--- config.mk ---
export PLATFORM = sky130hd
export DESIGN_NAME = timestamp_delta
export DESIGN_NICKNAME = d
export VERILOG_FILES = /design/src/rtl/timestamp_delta.sv
export SDC_FILE = /design/constraint.sdc
export NUM_CORES = 1
export LEC_CHECK = 0
export CAP_MARGIN = 0
export CORE_MARGIN = 2
export CORE_UTILIZATION = 51
export DETAILED_ROUTE_END_ITERATION = 8
export PLACE_DENSITY = 0.77
export REMOVE_ABC_BUFFERS = 1
export SETUP_SLACK_MARGIN = 0.02
export SYNTH_ARGS = -nofsm -noshare
export SYNTH_HDL_FRONTEND = slang
export SYNTH_SLANG_ARGS = --single-unit
export TNS_END_PERCENT = 1
--- constraint.sdc ---
create_clock -name iCLK -period 4.5 [get_ports iCLK]
set_clock_uncertainty 0.2 [all_clocks]
set_input_delay 0.9 -clock iCLK [delete_from_list [all_inputs] [get_ports iCLK]]
set_output_delay 0.9 -clock iCLK [all_outputs]
set_load 0.05 [all_outputs]
--- src/rtl/timestamp_delta.sv ---
// ---------------------------------------------------------------------------
// timestamp_delta
//
// Pairs one timestamp from each of two latch channels and reports their
// difference (ts2 - ts1). Each channel has a latched 64-bit timestamp and a
// "latched" flag that is asynchronous to iCLK. The block waits for both
// captures, computes the delta and shows it to a consumer until it is
// acknowledged. It then asks the upstream latches to release, and counts the
// accepted pairs. A capture whose partner never arrives inside pTIMEOUT
// cycles is dropped with a one-cycle oTimeout pulse.
//
// Parameters
//   pWIDTH    timestamp width; presented as two 32-bit words (64)
//   pTIMEOUT  cycles allowed between the two channel captures
//   pSYNC     depth of the ready synchronizers (>= 2)
//
// Ports
//   iCLK, iRST                 clock, synchronous active-high reset
//   i1COUNTER / i1COUNTERHi    channel-1 latched timestamp, low/high word
//   iRdy1                      channel-1 latched flag (asynchronous)
//   i2COUNTER / i2COUNTERHi    channel-2 latched timestamp, low/high word
//   iRdy2                      channel-2 latched flag (asynchronous)
//   iAck                       consumer accepts the presented result
//   oResetLatch1/2             release request to each upstream latch
//   oDELTA / oDELTAHi          ts2 - ts1, low/high word
//   oFirst                     0 = ch1 first or same cycle, 1 = ch2 first
//   oValid                     result valid
//   oTimeout                   one-cycle pulse on an unmatched capture
//   oPAIRS                     count of accepted pairs (wraps)
// ---------------------------------------------------------------------------
module timestamp_delta #(
    parameter int pWIDTH   = 64,
    parameter int pTIMEOUT = 1024,
    parameter int pSYNC    = 2
) (
    input  logic        iCLK,
    input  logic        iRST,
    input  logic [31:0] i1COUNTER,
    input  logic [31:0] i1COUNTERHi,
    input  logic        iRdy1,
    input  logic [31:0] i2COUNTER,
    input  logic [31:0] i2COUNTERHi,
    input  logic        iRdy2,
    input  logic        iAck,
    output logic        oResetLatch1,
    output logic        oResetLatch2,
    output logic [31:0] oDELTA,
    output logic [31:0] oDELTAHi,
    output logic        oFirst,
    output logic        oValid,
    output logic        oTimeout,
    output logic [15:0] oPAIRS
);

    localparam int TW = (pTIMEOUT > 1) ? $clog2(pTIMEOUT) : 1;
    localparam logic [TW-1:0] TMO_LAST = TW'(pTIMEOUT - 1);
    localparam int SW = $clog2(pSYNC + 1) + 1;
    localparam logic [SW-1:0] START_LAST = SW'(pSYNC);

    typedef enum logic [2:0] {
        STARTUP,
        IDLE,
        WAIT2,
        WAIT1,
        CALC,
        PRESENT,
        RELEASE
    } state_t;

    state_t state_q, state_d;

    logic [pSYNC-1:0]  sync1_q, sync2_q;
    logic              prev1_q, prev2_q;
    logic              r1, r2, rise1, rise2;
    logic [pWIDTH-1:0] ts1_q, ts2_q, delta_q;
    logic [TW-1:0]     tmoCnt_q;
    logic [SW-1:0]     startCnt_q;
    logic [15:0]       pairCnt_q;
    logic              firstPend_q, first_q, timeout_q;

    logic cap1, cap2, firstSet, firstVal, tmoClr, tmoFire, pairInc;

    // The synchronized flag is the last stage of each synchronizer. A rise
    // is a synchronized high that was low one cycle earlier.
    assign r1    = sync1_q[pSYNC-1];
    assign r2    = sync2_q[pSYNC-1];
    assign rise1 = r1 & ~prev1_q;
    assign rise2 = r2 & ~prev2_q;

    // Synchronizers and the previous-level flops run every cycle, STARTUP
    // included. STARTUP is long enough that after it ends a latch held
    // across reset looks stale (high, no rise) instead of like a new capture.
    always_ff @(posedge iCLK) begin
        if (iRST) begin
            sync1_q <= '0;
            sync2_q <= '0;
            prev1_q <= 1'b0;
            prev2_q <= 1'b0;
        end else begin
            sync1_q <= {sync1_q[pSYNC-2:0], iRdy1};
            sync2_q <= {sync2_q[pSYNC-2:0], iRdy2};
            prev1_q <= r1;
            prev2_q <= r2;
        end
    end

    // State register.
    always_ff @(posedge iCLK) begin
        if (iRST) begin
            state_q <= STARTUP;
        end else begin
            state_q <= state_d;
        end
    end

    // Next-state logic and per-cycle datapath strobes. Captures are only
    // allowed in IDLE and in the WAIT state for the missing channel, so
    // rises in any other state are ignored. The timeout check sits behind
    // the partner check, so a partner on the last allowed cycle still pairs.
    always_comb begin
        state_d  = state_q;
        cap1     = 1'b0;
        cap2     = 1'b0;
        firstSet = 1'b0;
        firstVal = 1'b0;
        tmoClr   = 1'b0;
        tmoFire  = 1'b0;
        pairInc  = 1'b0;
        case (state_q)
            STARTUP: begin
                if (startCnt_q == START_LAST) begin
                    state_d = IDLE;
                end
            end
            IDLE: begin
                cap1 = rise1;
                cap2 = rise2;
                if (rise1 && rise2) begin
                    state_d  = CALC;
                    firstSet = 1'b1;
                    firstVal = 1'b0;
                end else if (rise1) begin
                    state_d  = WAIT2;
                    firstSet = 1'b1;
                    firstVal = 1'b0;
                    tmoClr   = 1'b1;
                end else if (rise2) begin
                    state_d  = WAIT1;
                    firstSet = 1'b1;
                    firstVal = 1'b1;
                    tmoClr   = 1'b1;
                end else if (r1 || r2) begin
                    state_d = RELEASE;
                end
            end
            WAIT2: begin
                cap2 = rise2;
                if (rise2) begin
                    state_d = CALC;
                end else if (tmoCnt_q == TMO_LAST) begin
                    state_d = RELEASE;
                    tmoFire = 1'b1;
                end
            end
            WAIT1: begin
                cap1 = rise1;
                if (rise1) begin
                    state_d = CALC;
                end else if (tmoCnt_q == TMO_LAST) begin
                    state_d = RELEASE;
                    tmoFire = 1'b1;
                end
            end
            CALC: begin
                state_d = PRESENT;
            end
            PRESENT: begin
                if (iAck) begin
                    state_d = RELEASE;
                    pairInc = 1'b1;
                end
            end
            RELEASE: begin
                if (!r1 && !r2) begin
                    state_d = IDLE;
                end
            end
            default: begin
                state_d = STARTUP;
            end
        endcase
    end

    // Datapath registers. oFirst is first kept as a pending flag and copied
    // to the output together with the delta in CALC. That way every
    // presented output changes only on entry to PRESENT and otherwise holds.
    // The subtraction is modulo 2^pWIDTH, so an upstream counter wrap
    // between the two captures still gives the small positive delta.
    always_ff @(posedge iCLK) begin
        if (iRST) begin
            ts1_q       <= '0;
            ts2_q       <= '0;
            delta_q     <= '0;
            tmoCnt_q    <= '0;
            startCnt_q  <= '0;
            pairCnt_q   <= '0;
            firstPend_q <= 1'b0;
            first_q     <= 1'b0;
            timeout_q   <= 1'b0;
        end else begin
            if (cap1) begin
                ts1_q <= {i1COUNTERHi, i1COUNTER};
            end
            if (cap2) begin
                ts2_q <= {i2COUNTERHi, i2COUNTER};
            end
            if (firstSet) begin
                firstPend_q <= firstVal;
            end
            if (state_q == STARTUP) begin
                startCnt_q <= startCnt_q + SW'(1);
            end
            if (tmoClr) begin
                tmoCnt_q <= '0;
            end else if (state_q == WAIT1 || state_q == WAIT2) begin
                tmoCnt_q <= tmoCnt_q + TW'(1);
            end
            if (state_q == CALC) begin
                delta_q <= ts2_q - ts1_q;
                first_q <= firstPend_q;
            end
            if (pairInc) begin
                pairCnt_q <= pairCnt_q + 16'd1;
            end
            timeout_q <= tmoFire;
        end
    end

    assign oValid       = (state_q == PRESENT);
    assign oResetLatch1 = (state_q == RELEASE) & r1;
    assign oResetLatch2 = (state_q == RELEASE) & r2;
    assign oDELTA       = delta_q[31:0];
    assign oDELTAHi     = delta_q[63:32];
    assign oFirst       = first_q;
    assign oTimeout     = timeout_q;
    assign oPAIRS       = pairCnt_q;

endmodule

==> results.yml, run 1 <==
timing:
  maxSlewViolCount: 0
  tightest_slew_ps: 1160
  whs_ps: 250
  fin_ws_ps: 896
  max-slew-margin-rel_pct: 21.9
  setup_viol: 0
  min_period_over_period_pct: 80.1
  hold_violations: 0
  rsz0062_at_grt: "no"
  fmax_mhz: 277
  min_period_ps: 3600
logic_synthesis:
  synth_edf_count: 0
  synth.area.top_cells: "dfxtp_1, nand2_1, a21oi_1"
  ys_ff_latch: 233
  ys_seq_area_share_pct: 37.8
  ys_dominant_reg_cell: "dfxtp_1"
  synth_compound_area_share_pct: 21.8
  yosys.area_share.simple_pct: 22.6
  yosysWarnings: 0
  synth_top_area_cell: "dfxtp_1"
  syn_avg_cell_area_um2: 7.45
  yosysUniqueCellTypes: 65
  syn_inst: 1654
  muxShareOfSynthArea_pct: 0.406
  synth_top_area_share_pct: 37.8
  synthXorXnorAreaFrac_pct: 4.76
  synthAdderAreaFrac_pct: 7.27
  syn-cell-area_um2: 12300
  async_flop_share_pct: 0
  synth_top_family_by_area: "simple AND/OR/NAND/NOR gates"
finish:
  final_common_cell: "nand2_1"
  regArea_um2: 4660
  finalNetCount: 2028
  syn2layout_area_growth_pct: 26.3
  fill_cells: 2041
  layout-drive-gt1-share_pct: 3.75
  multiInputGateArea_um2: 7020
  final_cell_mix: "nand2_1, a21oi_1, dfxtp_1"
setup_path:
  max_stage_delay_ps: 460
  path_class: "reg -> reg"
  crit_chain: "inv_1, ha_1, nor2b_1, o31a_1, o31a_1, a32oi_1, o32ai_1, nor4b_1, a21oi_2, a41oi_1, xor2_1, o21ai_0"
  r2r_slack_ps: 900
  cpMostUsedCell: "o31a_1"
  worstReg2RegEnd: "delta_q[55]"
  path_buf_inv: 1
  cp_slowest_cell: "nor4b_1"
  cp.required_ps: 4690
  arrival_ps: 3800
  critPathLaunchType: "flop"
  crit_path_end_kind: "flop"
  worstRegToRegCells: 12
  critPathTopFamily: "compound AO/OA/AOI/OAI gates"
  path_max_fanout: 6
  rr_startpoint: "ts1_q[1]"
  critPathLaunch: "ts1_q[1]"
placed_design:
  place_ws_ps: 1010
  gp_congestion: 0.990
  dp_hpwl_um: 26800
  numPortBuffers: 217
routing:
  routed_wl_um: 37000
  routedWlPerCell_um: 17.1
  ant_nets: 0
  drt-initial-drc-count: 926
  route.detailed.drc: 0
  via_per_inst: 5.55
  vias: 12000
  drtPass1Iterations: 6
min_path:
  hold_path_class: "reg -> reg"
  holdPathStages: 2
  hp-start: "delta_q[43]"
  min_to: "delta_q[43]"
power_and_ir_drop:
  leakagePower_uw: 0.00602
  irDropWorstVdd_mv: 0.376
  powerDensity_nw_per_um2: 461
clocking:
  clock_latency_ps: 550
  cts_tree: "built"
  clk_pin_slew_ps: 60
  h-tree-depth: 1
  cts_made_buffers: 26
  cts_sinks: 233
  holdBufCountCts: 0
  cts_resized: 0
  cts_root_buffer: "clkbuf_16"
  clockBufferDepth: 3
  cts_setup_buffers: 0
floorplan:
  io_pins: 218
  initial_core_util_pct: 52.2
  core_area_um2: 23600
  die_y_um: 159
  die_x_um: 159
  rows: 56
  die_area_um2: 25400
global_route:
  grt_usage_pct: 28.6
  grt_pass1_vias: 11800
  grt_overflow: 0
  grt_max_degree: 88
  antenna_found_initial: 2
  grt_pass1_wl_um: 60400
run:
  maxCapViolations: 0
run_status:
  outcome: "completed"
metrics by stage:
stage / total power (µW) / utilization [%] / TNS [ps] / instance area, µm² / instances
after floorplan: 4190 / - / -13780 / 12000 / 1568
after global placement: 4940 / 62.1 / 0 / 14700 / 2115
after detailed placement: 4950 / 62.1 / 0 / 14700 / 2115
after CTS: 7180 / 65.9 / 0 / 15600 / 2159
after global routing: 7560 / 65.9 / 0 / 15600 / 2161
final: 7180 / 65.9 / 0 / 15600 / 2161
flip-flops by register name (all words and copies together), names as in the netlist, 2 cells and up:
register	flops
sync1_q	2
ts1_q	64
delta_q	64
oPAIRS	16
startCnt_q	3
ts2_q	64
state_q	3
sync2_q	2
tmoCnt_q	10
power by group:
part | switching, µW | internal, µW | total (µW)
registers | 69.9 | 2150 | 2220
logic | 1600 | 1150 | 2750
clock network | 860 | 1360 | 2220
total | 2530 | 4650 | 7180
worst register-to-register path: stages (launching register included):
cell	delay [ps]
dfxtp_1	370
inv_1	70
ha_1	290
nor2b_1	140
o31a_1	270
o31a_1	380
a32oi_1	400
o32ai_1	180
nor4b_1	460
a21oi_2	180
a41oi_1	280
xor2_1	160
o21ai_0	80
layer usage:
| layer | GRT usage [%] | vias up | part of all wire, % |
|---|---|---|---|
| met2 | 46.8 | 372 | 46 |
| met5 | 0 | - | 0 |
| li1 | - | 5948 | - |
| met3 | 4.85 | 57 | 6.4 |
| met1 | 38.7 | 5624 | 45 |
| met4 | 8.93 | 0 | 2.5 |
logic make-up (layout without fill, tap and decap cells):
logic type / after synthesis / after routing
AND/OR/NAND/NOR: 647 / 647
AO/OA/AOI/OAI: 459 / 459
flip-flops: 233 / 233
buffers and inverters: 172 / 358
adder cells (fa/ha/maj): 71 / 71
XOR/XNOR: 67 / 67
multiplexers: 5 / 5
other: 0 / 2
worst max path at each step:
stage	to	slack [ps]	cells past startpoint
floorplan	ts1_q[0]	-160	5
global placement	delta_q[55]	1040	12
detailed placement	delta_q[55]	1010	12
CTS	delta_q[55]	920	12
global route	delta_q[55]	640	12
finish	delta_q[55]	900	12
Yosys cell counts, drive strengths merged (2+ instances only):
cell type / n
nor2b: 24
o211ai: 4
a22oi: 3
nand2b: 10
xor2: 34
a221o: 4
a211oi: 12
and3: 19
a22o: 2
o21ai: 77
or3: 14
a31o: 2
buf: 5
a211o: 2
a311o: 2
or2: 2
o21bai: 17
and2: 7
a221oi: 2
a31oi: 9
a41oi: 3
o31ai: 5
nor4: 5
mux2i: 5
nor2: 80
inv: 86
nand3b: 4
nand3: 26
a21o: 35
ha: 70
o211a: 3
and4: 3
xnor2: 33
o21a: 9
a21oi: 252
a32o: 2
dfxtp: 233
or3b: 2
nand2: 410
clkbuf: 81
o31a: 3
nand4: 18
nor3: 20
area by class of cell:
| class | count | share of cell area (%) |
|---|---|---|
| diodes | 2 | 0.0321 |
| inverters | 86 | 2.07 |
| multi-input cells | 1249 | 45.1 |
| clock inverters | 8 | 0.844 |
| well taps | 319 | 2.56 |
| clock buffers | 36 | 4.93 |
| flip-flops and latches | 233 | 30.0 |
| repair buffers | 228 | 14.5 |
No activity file was read; power rests on OpenSTA's default activity.
==> inputs of run 2 (changes only) <==
--- a/config.mk
+++ b/config.mk
@@ -7,9 +7,9 @@
 export LEC_CHECK = 0
 export CAP_MARGIN = 0
 export CORE_MARGIN = 2
-export CORE_UTILIZATION = 51
+export CORE_UTILIZATION = 48
 export DETAILED_ROUTE_END_ITERATION = 8
-export PLACE_DENSITY = 0.77
+export PLACE_DENSITY = 0.76
 export REMOVE_ABC_BUFFERS = 1
 export SETUP_SLACK_MARGIN = 0.02
 export SYNTH_ARGS = -nofsm -noshare
==> constraint.sdc (replaced) <==
create_clock -name iCLK -period 3.25 [get_ports iCLK]
set_clock_uncertainty 0.2 [all_clocks]
set_input_delay 0.65 -clock iCLK [delete_from_list [all_inputs] [get_ports iCLK]]
set_output_delay 0.65 -clock iCLK [all_outputs]
set_load 0.05 [all_outputs]
==> run 2 against run 1 <==
The flow now finishes with violations (negative setup slack). Critical path depth up 1. Combinational power up 61%. First-iteration DRC count down 9.8%. Count of clock-buffer cells in the layout unchanged. Fmax up 8.5%. Non-clock buffer count up 41. Global-route usage down 1.5 points. Via count up 2.2%. Register-to-register slack worse by 970 ps. Core utilization down 1.9 points. Sequential share of layout area down 1.0 points. Critical path type unchanged. Largest cell class unchanged.
==> results.yml, run 2 (synthesized netlist as in run 1, its figures left out) <==
run_status:
  outcome: "complete, but fails checks"
  violations: "negative setup slack"
routing:
  route.detailed.drc: 0
  ant_nets: 0
  routedWlPerCell_um: 17.1
  vias: 12300
  via_per_inst: 5.53
  drtPass1Iterations: 7
  drt-initial-drc-count: 835
  routed_wl_um: 37800
setup_path:
  arrival_ps: 3540
  crit_chain: "inv_1, ha_1, o21a_1, o31a_1, o31a_1, buf_6, a21o_1, a21oi_2, o211a_1, o221ai_4, a211oi_2, mux2i_1, nand2_1"
  cp.required_ps: 3460
  crit_path_end_kind: "flop"
  worstRegToRegCells: 13
  cpMostUsedCell: "o31a_1"
  cp_slowest_cell: "o31a_1"
  path_class: "reg -> reg"
  max_stage_delay_ps: 350
  path_max_fanout: 4
  critPathLaunchType: "flop"
floorplan:
  die_y_um: 164
  io_pins: 218
  die_x_um: 164
  initial_core_util_pct: 49.0
  die_area_um2: 27000
  core_area_um2: 25200
  rows: 58
clocking:
  cts_made_buffers: 26
  cts_tree: "built"
  clock_latency_ps: 540
  cts_sinks: 233
  clk_pin_slew_ps: 60
  cts_root_buffer: "clkbuf_16"
  h-tree-depth: 1
  clockBufferDepth: 3
global_route:
  grt_overflow: 0
  grt_usage_pct: 27.1
  grt_max_degree: 104
  grt_pass1_wl_um: 58700
  grt_pass1_vias: 11500
  antenna_found_initial: 0
finish:
  fin_area_um2: 16100
  diodes: 0
  reg_top3: "delta_q (64), ts1_q (64), ts2_q (64)"
  finalNetCount: 2069
  syn2layout_area_growth_pct: 30.8
  final_cell_mix: "nand2_1, a21oi_1, dfxtp_1"
  final_common_cell: "nand2_1"
  layout-drive-gt1-share_pct: 7.90
timing:
  fmax_mhz: 301
  max-slew-margin-rel_pct: 45.5
  tns_ps: -153
  hold_violations: 0
  whs_ps: 236
  rsz0062_at_grt: "yes"
  min_period_ps: 3320
  maxSlewViolCount: 0
  fin_ws_ps: -72.3
  min_period_over_period_pct: 102
  setup_viol: 5
  tightest_slew_ps: 818
power_and_ir_drop:
  power_uw: 10500
  powerDensity_nw_per_um2: 650
  leakagePower_uw: 0.00629
  irDropWorstVdd_mv: 0.446
placed_design:
  dpl_cell_area_um2: 15000
  gp_congestion: 0.911
  dp_hpwl_um: 27600
  numPortBuffers: 217
run:
  maxCapViolations: 0
min_path:
  hold_path_class: "reg -> reg"
  holdPathStages: 1
## run 2: changes by cell type in the layout (fill, tap and decap cells not counted), sizes merged
cell | before | now
buf | 12 | 53
clkinv | 3 | 8
clkdlybuf4s50 | 216 | 213
dlygate4sd2 | 0 | 3
diode | 2 | 0
bufinv | 3 | 2
## run 2: final cells by class
class	instances	area (µm²)
multi-input combinational	1249	7220
fill	2256	9050
clock buffer	36	758
sequential	233	4670
clock inverter	12	126
inverter	86	323
tap	330	413
timing repair buffer	269	2620
## run 2: critical path: cells and delay by family, from the launching register on
family | cells | cell delay (ps)
compound gates | 8 | 1840
fa+ha+maj | 1 | 340
flops | 1 | 330
mux | 1 | 240
buf+inv | 2 | 180
simple gates | 1 | 60
## run 2: final timing paths
path / from / to / slack [ps]
worst max-delay path: ts1_q[2] / delta_q[61] / -70
worst min-delay path: sync2_q[0] / sync2_q[1] / 240
worst max register to register: ts1_q[2] / delta_q[61] / -70
worst min register to register: sync2_q[0] / sync2_q[1] / 240
## run 2: power breakdown
part | internal, µW | leakage [µW] | switching, µW
clock network | 1790 | 0.000437 | 1210
logic | 2000 | 0.00397 | 2420
registers | 2970 | 0.00188 | 94.2
## run 2: repair_timing
| action | in CTS | in global routing |
|---|---|---|
| hold buffers | 0 | 0 |
| setup endpoints to repair | 15 | 29 |
| resized for setup | 10 | 37 |
| pin swaps | 3 | 16 |
| gates cloned | 0 | 0 |
| setup buffers | 0 | 2 |
## run 2: metal layers
metal | share of wire (%) | vias up | GRT usage (%)
li1 | - | 6054 | -
met2 | 46 | 414 | 44.9
met3 | 6.2 | 77 | 3.33
met5 | 0 | - | 0
met4 | 3.4 | 0 | 9.21
met1 | 45 | 5715 | 36.4
## run 2: stage by stage
| stage | util [%] | setup slack, ps | instances |
|---|---|---|---|
| 2_1_floorplan | - | -1410 | 1568 |
| 4_1_cts | 63.3 | -44.4 | 2213 |
| 3_3_place_gp | 59.7 | -55.9 | 2165 |
| 5_1_grt | 64.0 | -196 | 2215 |
| 6_report | 64.0 | -72.3 | 2215 |
| 3_5_place_dp | 59.7 | -145 | 2165 |
==> inputs of run 3 (changes only) <==
--- a/config.mk
+++ b/config.mk
@@ -5,11 +5,12 @@
 export SDC_FILE = /design/constraint.sdc
 export NUM_CORES = 1
 export LEC_CHECK = 0
+export ABC_AREA = 1
 export CAP_MARGIN = 0
 export CORE_MARGIN = 2
-export CORE_UTILIZATION = 48
+export CORE_UTILIZATION = 50
 export DETAILED_ROUTE_END_ITERATION = 8
-export PLACE_DENSITY = 0.76
+export PLACE_DENSITY = 0.77
 export REMOVE_ABC_BUFFERS = 1
 export SETUP_SLACK_MARGIN = 0.02
 export SYNTH_ARGS = -nofsm -noshare
==> run 3 against run 2 <==
The flow now finishes without violations. Cell count rose by 36%. Worst hold slack lost 20 ps. Sequential power grew 10%. Synthesized area increased by 17%. Sequential share of layout area fell by 2.8 points. Critical path depth is 10 lower. Clock power up 7.3%. Count of clock-buffer cells in the layout decreased by 2. Wire length grew 19%. Global-route usage grew 2.1 points. Die area increased by 12%. Largest cell class unchanged.
==> results.yml, run 3 <==
run_status:
  outcome: "completed"
placed_design:
  numPortBuffers: 217
  placedCellCount: 2972
  dp_hpwl_um: 35000
  gp_congestion: 0.927
timing:
  min_period_ps: 3030
  tightest_slew_ps: 764
  maxSlewViolCount: 0
  hold_violations: 0
  rsz0062_at_grt: "no"
  setup_viol: 0
  max-slew-margin-rel_pct: 49.1
  fmax_mhz: 330
  min_period_over_period_pct: 93.1
routing:
  drt-initial-drc-count: 1058
  vias: 15000
  via_per_inst: 4.97
  ant_nets: 0
  route.detailed.drc: 0
  routedWlPerCell_um: 14.9
  routed_wl_um: 45000
  drtPass1Iterations: 6
floorplan:
  die_area_um2: 30200
  die_y_um: 174
  io_pins: 218
  initial_core_util_pct: 50.4
  rows: 62
  core_area_um2: 28500
  die_x_um: 174
logic_synthesis:
  ys_dominant_reg_cell: "dfxtp_1"
  synth_common_cells: "nand2_1, inv_1, nor2_1"
  ys_seq_area_share_pct: 32.4
  synth.area.top_cells: "dfxtp_1, nand2_1, inv_1"
  yosysUniqueCellTypes: 33
  async_flop_share_pct: 0
  syn_inst: 2421
  synth_edf_count: 0
  synth_top_area_cell: "dfxtp_1"
  syn-cell-area_um2: 14400
  ys_ff_latch: 233
  yosysWarnings: 0
  yosysMostFrequentCell: "nand2_1"
  syn_avg_cell_area_um2: 5.94
  synth_top_area_share_pct: 32.4
global_route:
  grt_usage_pct: 29.2
  antenna_found_initial: 0
  grt_overflow: 0
  grt_pass1_wl_um: 71300
  grt_max_degree: 91
  grt_pass1_vias: 14000
clocking:
  cts_made_buffers: 26
  h-tree-depth: 1
  clock_latency_ps: 550
  clk_pin_slew_ps: 60
  cts_sinks: 233
  cts_setup_buffers: 0
  cts_tree: "built"
  cts_root_buffer: "clkbuf_16"
  clockBufferDepth: 3
finish:
  reg_top3: "delta_q (64), ts1_q (64), ts2_q (64)"
  final_cell_mix: "nand2_1, inv_1, nor2_1"
  final_common_cell: "nand2_1"
  finalNetCount: 2820
  diodes: 0
  syn2layout_area_growth_pct: 24.2
  layout-drive-gt1-share_pct: 2.89
  stdcell_count: 3016
min_path:
  hold_path_class: "reg -> reg"
setup_path:
  cp.required_ps: 2400
  path_class: "reg -> out"
  critPathLaunchType: "flop"
  arrival_ps: 2180
  path_max_fanout: 5
  crit_path_end_kind: "output port"
power_and_ir_drop:
  power_uw: 15300
  leakagePower_uw: 0.00907
  irDropWorstVdd_mv: 0.494
  powerDensity_nw_per_um2: 856
run:
  maxCapViolations: 0
-- run 3: power by group --
part           leakage [µW]  total [µW]  internal [µW]  switching [µW]
clock              0.000444        3220           1990            1230
sequential          0.00188        3380           3180             199
combinational       0.00674        8710           2710            6000
total               0.00907       15300           7880            7430
-- run 3: final cells by class --
type	count	area, µm²
Clock buffer	34	742
Clock inverter	10	186
Fill cell	2808	10700
Inverter	484	1820
Multi-Input combinational cell	1640	7670
Sequential cell	233	4660
Tap cell	384	480
Timing Repair Buffer	231	2300
-- run 3: layer usage --
metal / share of wire [%] / vias up / track usage, % / wire length [µm]
met5: 0 / - / 0 / 0
met4: 1.6 / 0 / 5.60 / 713
met3: 5.6 / 46 / 3.40 / 2520
met2: 45 / 410 / 49.1 / 20200
met1: 48 / 6759 / 40.6 / 21600
li1: - / 7764 / - / -
-- run 3: repair_timing --
item,CTS,global route
setup endpoints to repair,0,2
hold buffers,0,0
resized for setup,0,2
-- run 3: stage by stage --
stage | instance area, µm² | TNS, ps | worst slack (ps) | hold WS [ps] | util (%)
floorplan | 14100 | -97760 | -2210 | 188 | -
global placement | 16900 | 0 | 424 | 196 | 59.3
detailed placement | 16900 | 0 | 427 | 204 | 59.3
CTS | 17900 | 0 | 39.4 | 214 | 62.6
global route | 17900 | 0 | 143 | 251 | 62.6
finish | 17900 | 0 | 223 | 216 | 62.6
-- run 3: logic make-up (layout without fill, tap and decap cells) --
| kind of cell | after synthesis | count (layout) | synth area share [%] |
|---|---|---|---|
| compound gates | 338 | 338 | 12.0 |
| xor+xnor | 34 | 34 | 2.07 |
| simple gates | 1197 | 1197 | 32.9 |
| fa+ha+maj | 71 | 71 | 6.22 |
| buf+inv | 548 | 759 | 14.3 |
| flops | 233 | 233 | 32.4 |
-- run 3: critical path, cell delays in order, from the launching register on --
cell,delay (ps)
dfxtp_1,440
inv_2,110
nor3_4,240
clkdlybuf4s50_1,840
-- run 3: path summary, 6_finish.rpt --
check,depth (start not counted),end,startpoint,slack [ps]
worst max-delay path,3,oValid,state_q[2],220
worst min-delay path,2,sync1_q[1],sync1_q[0],220
worst max register to register,17,delta_q[46],ts2_q[0],430
worst min register to register,2,sync1_q[1],sync1_q[0],220
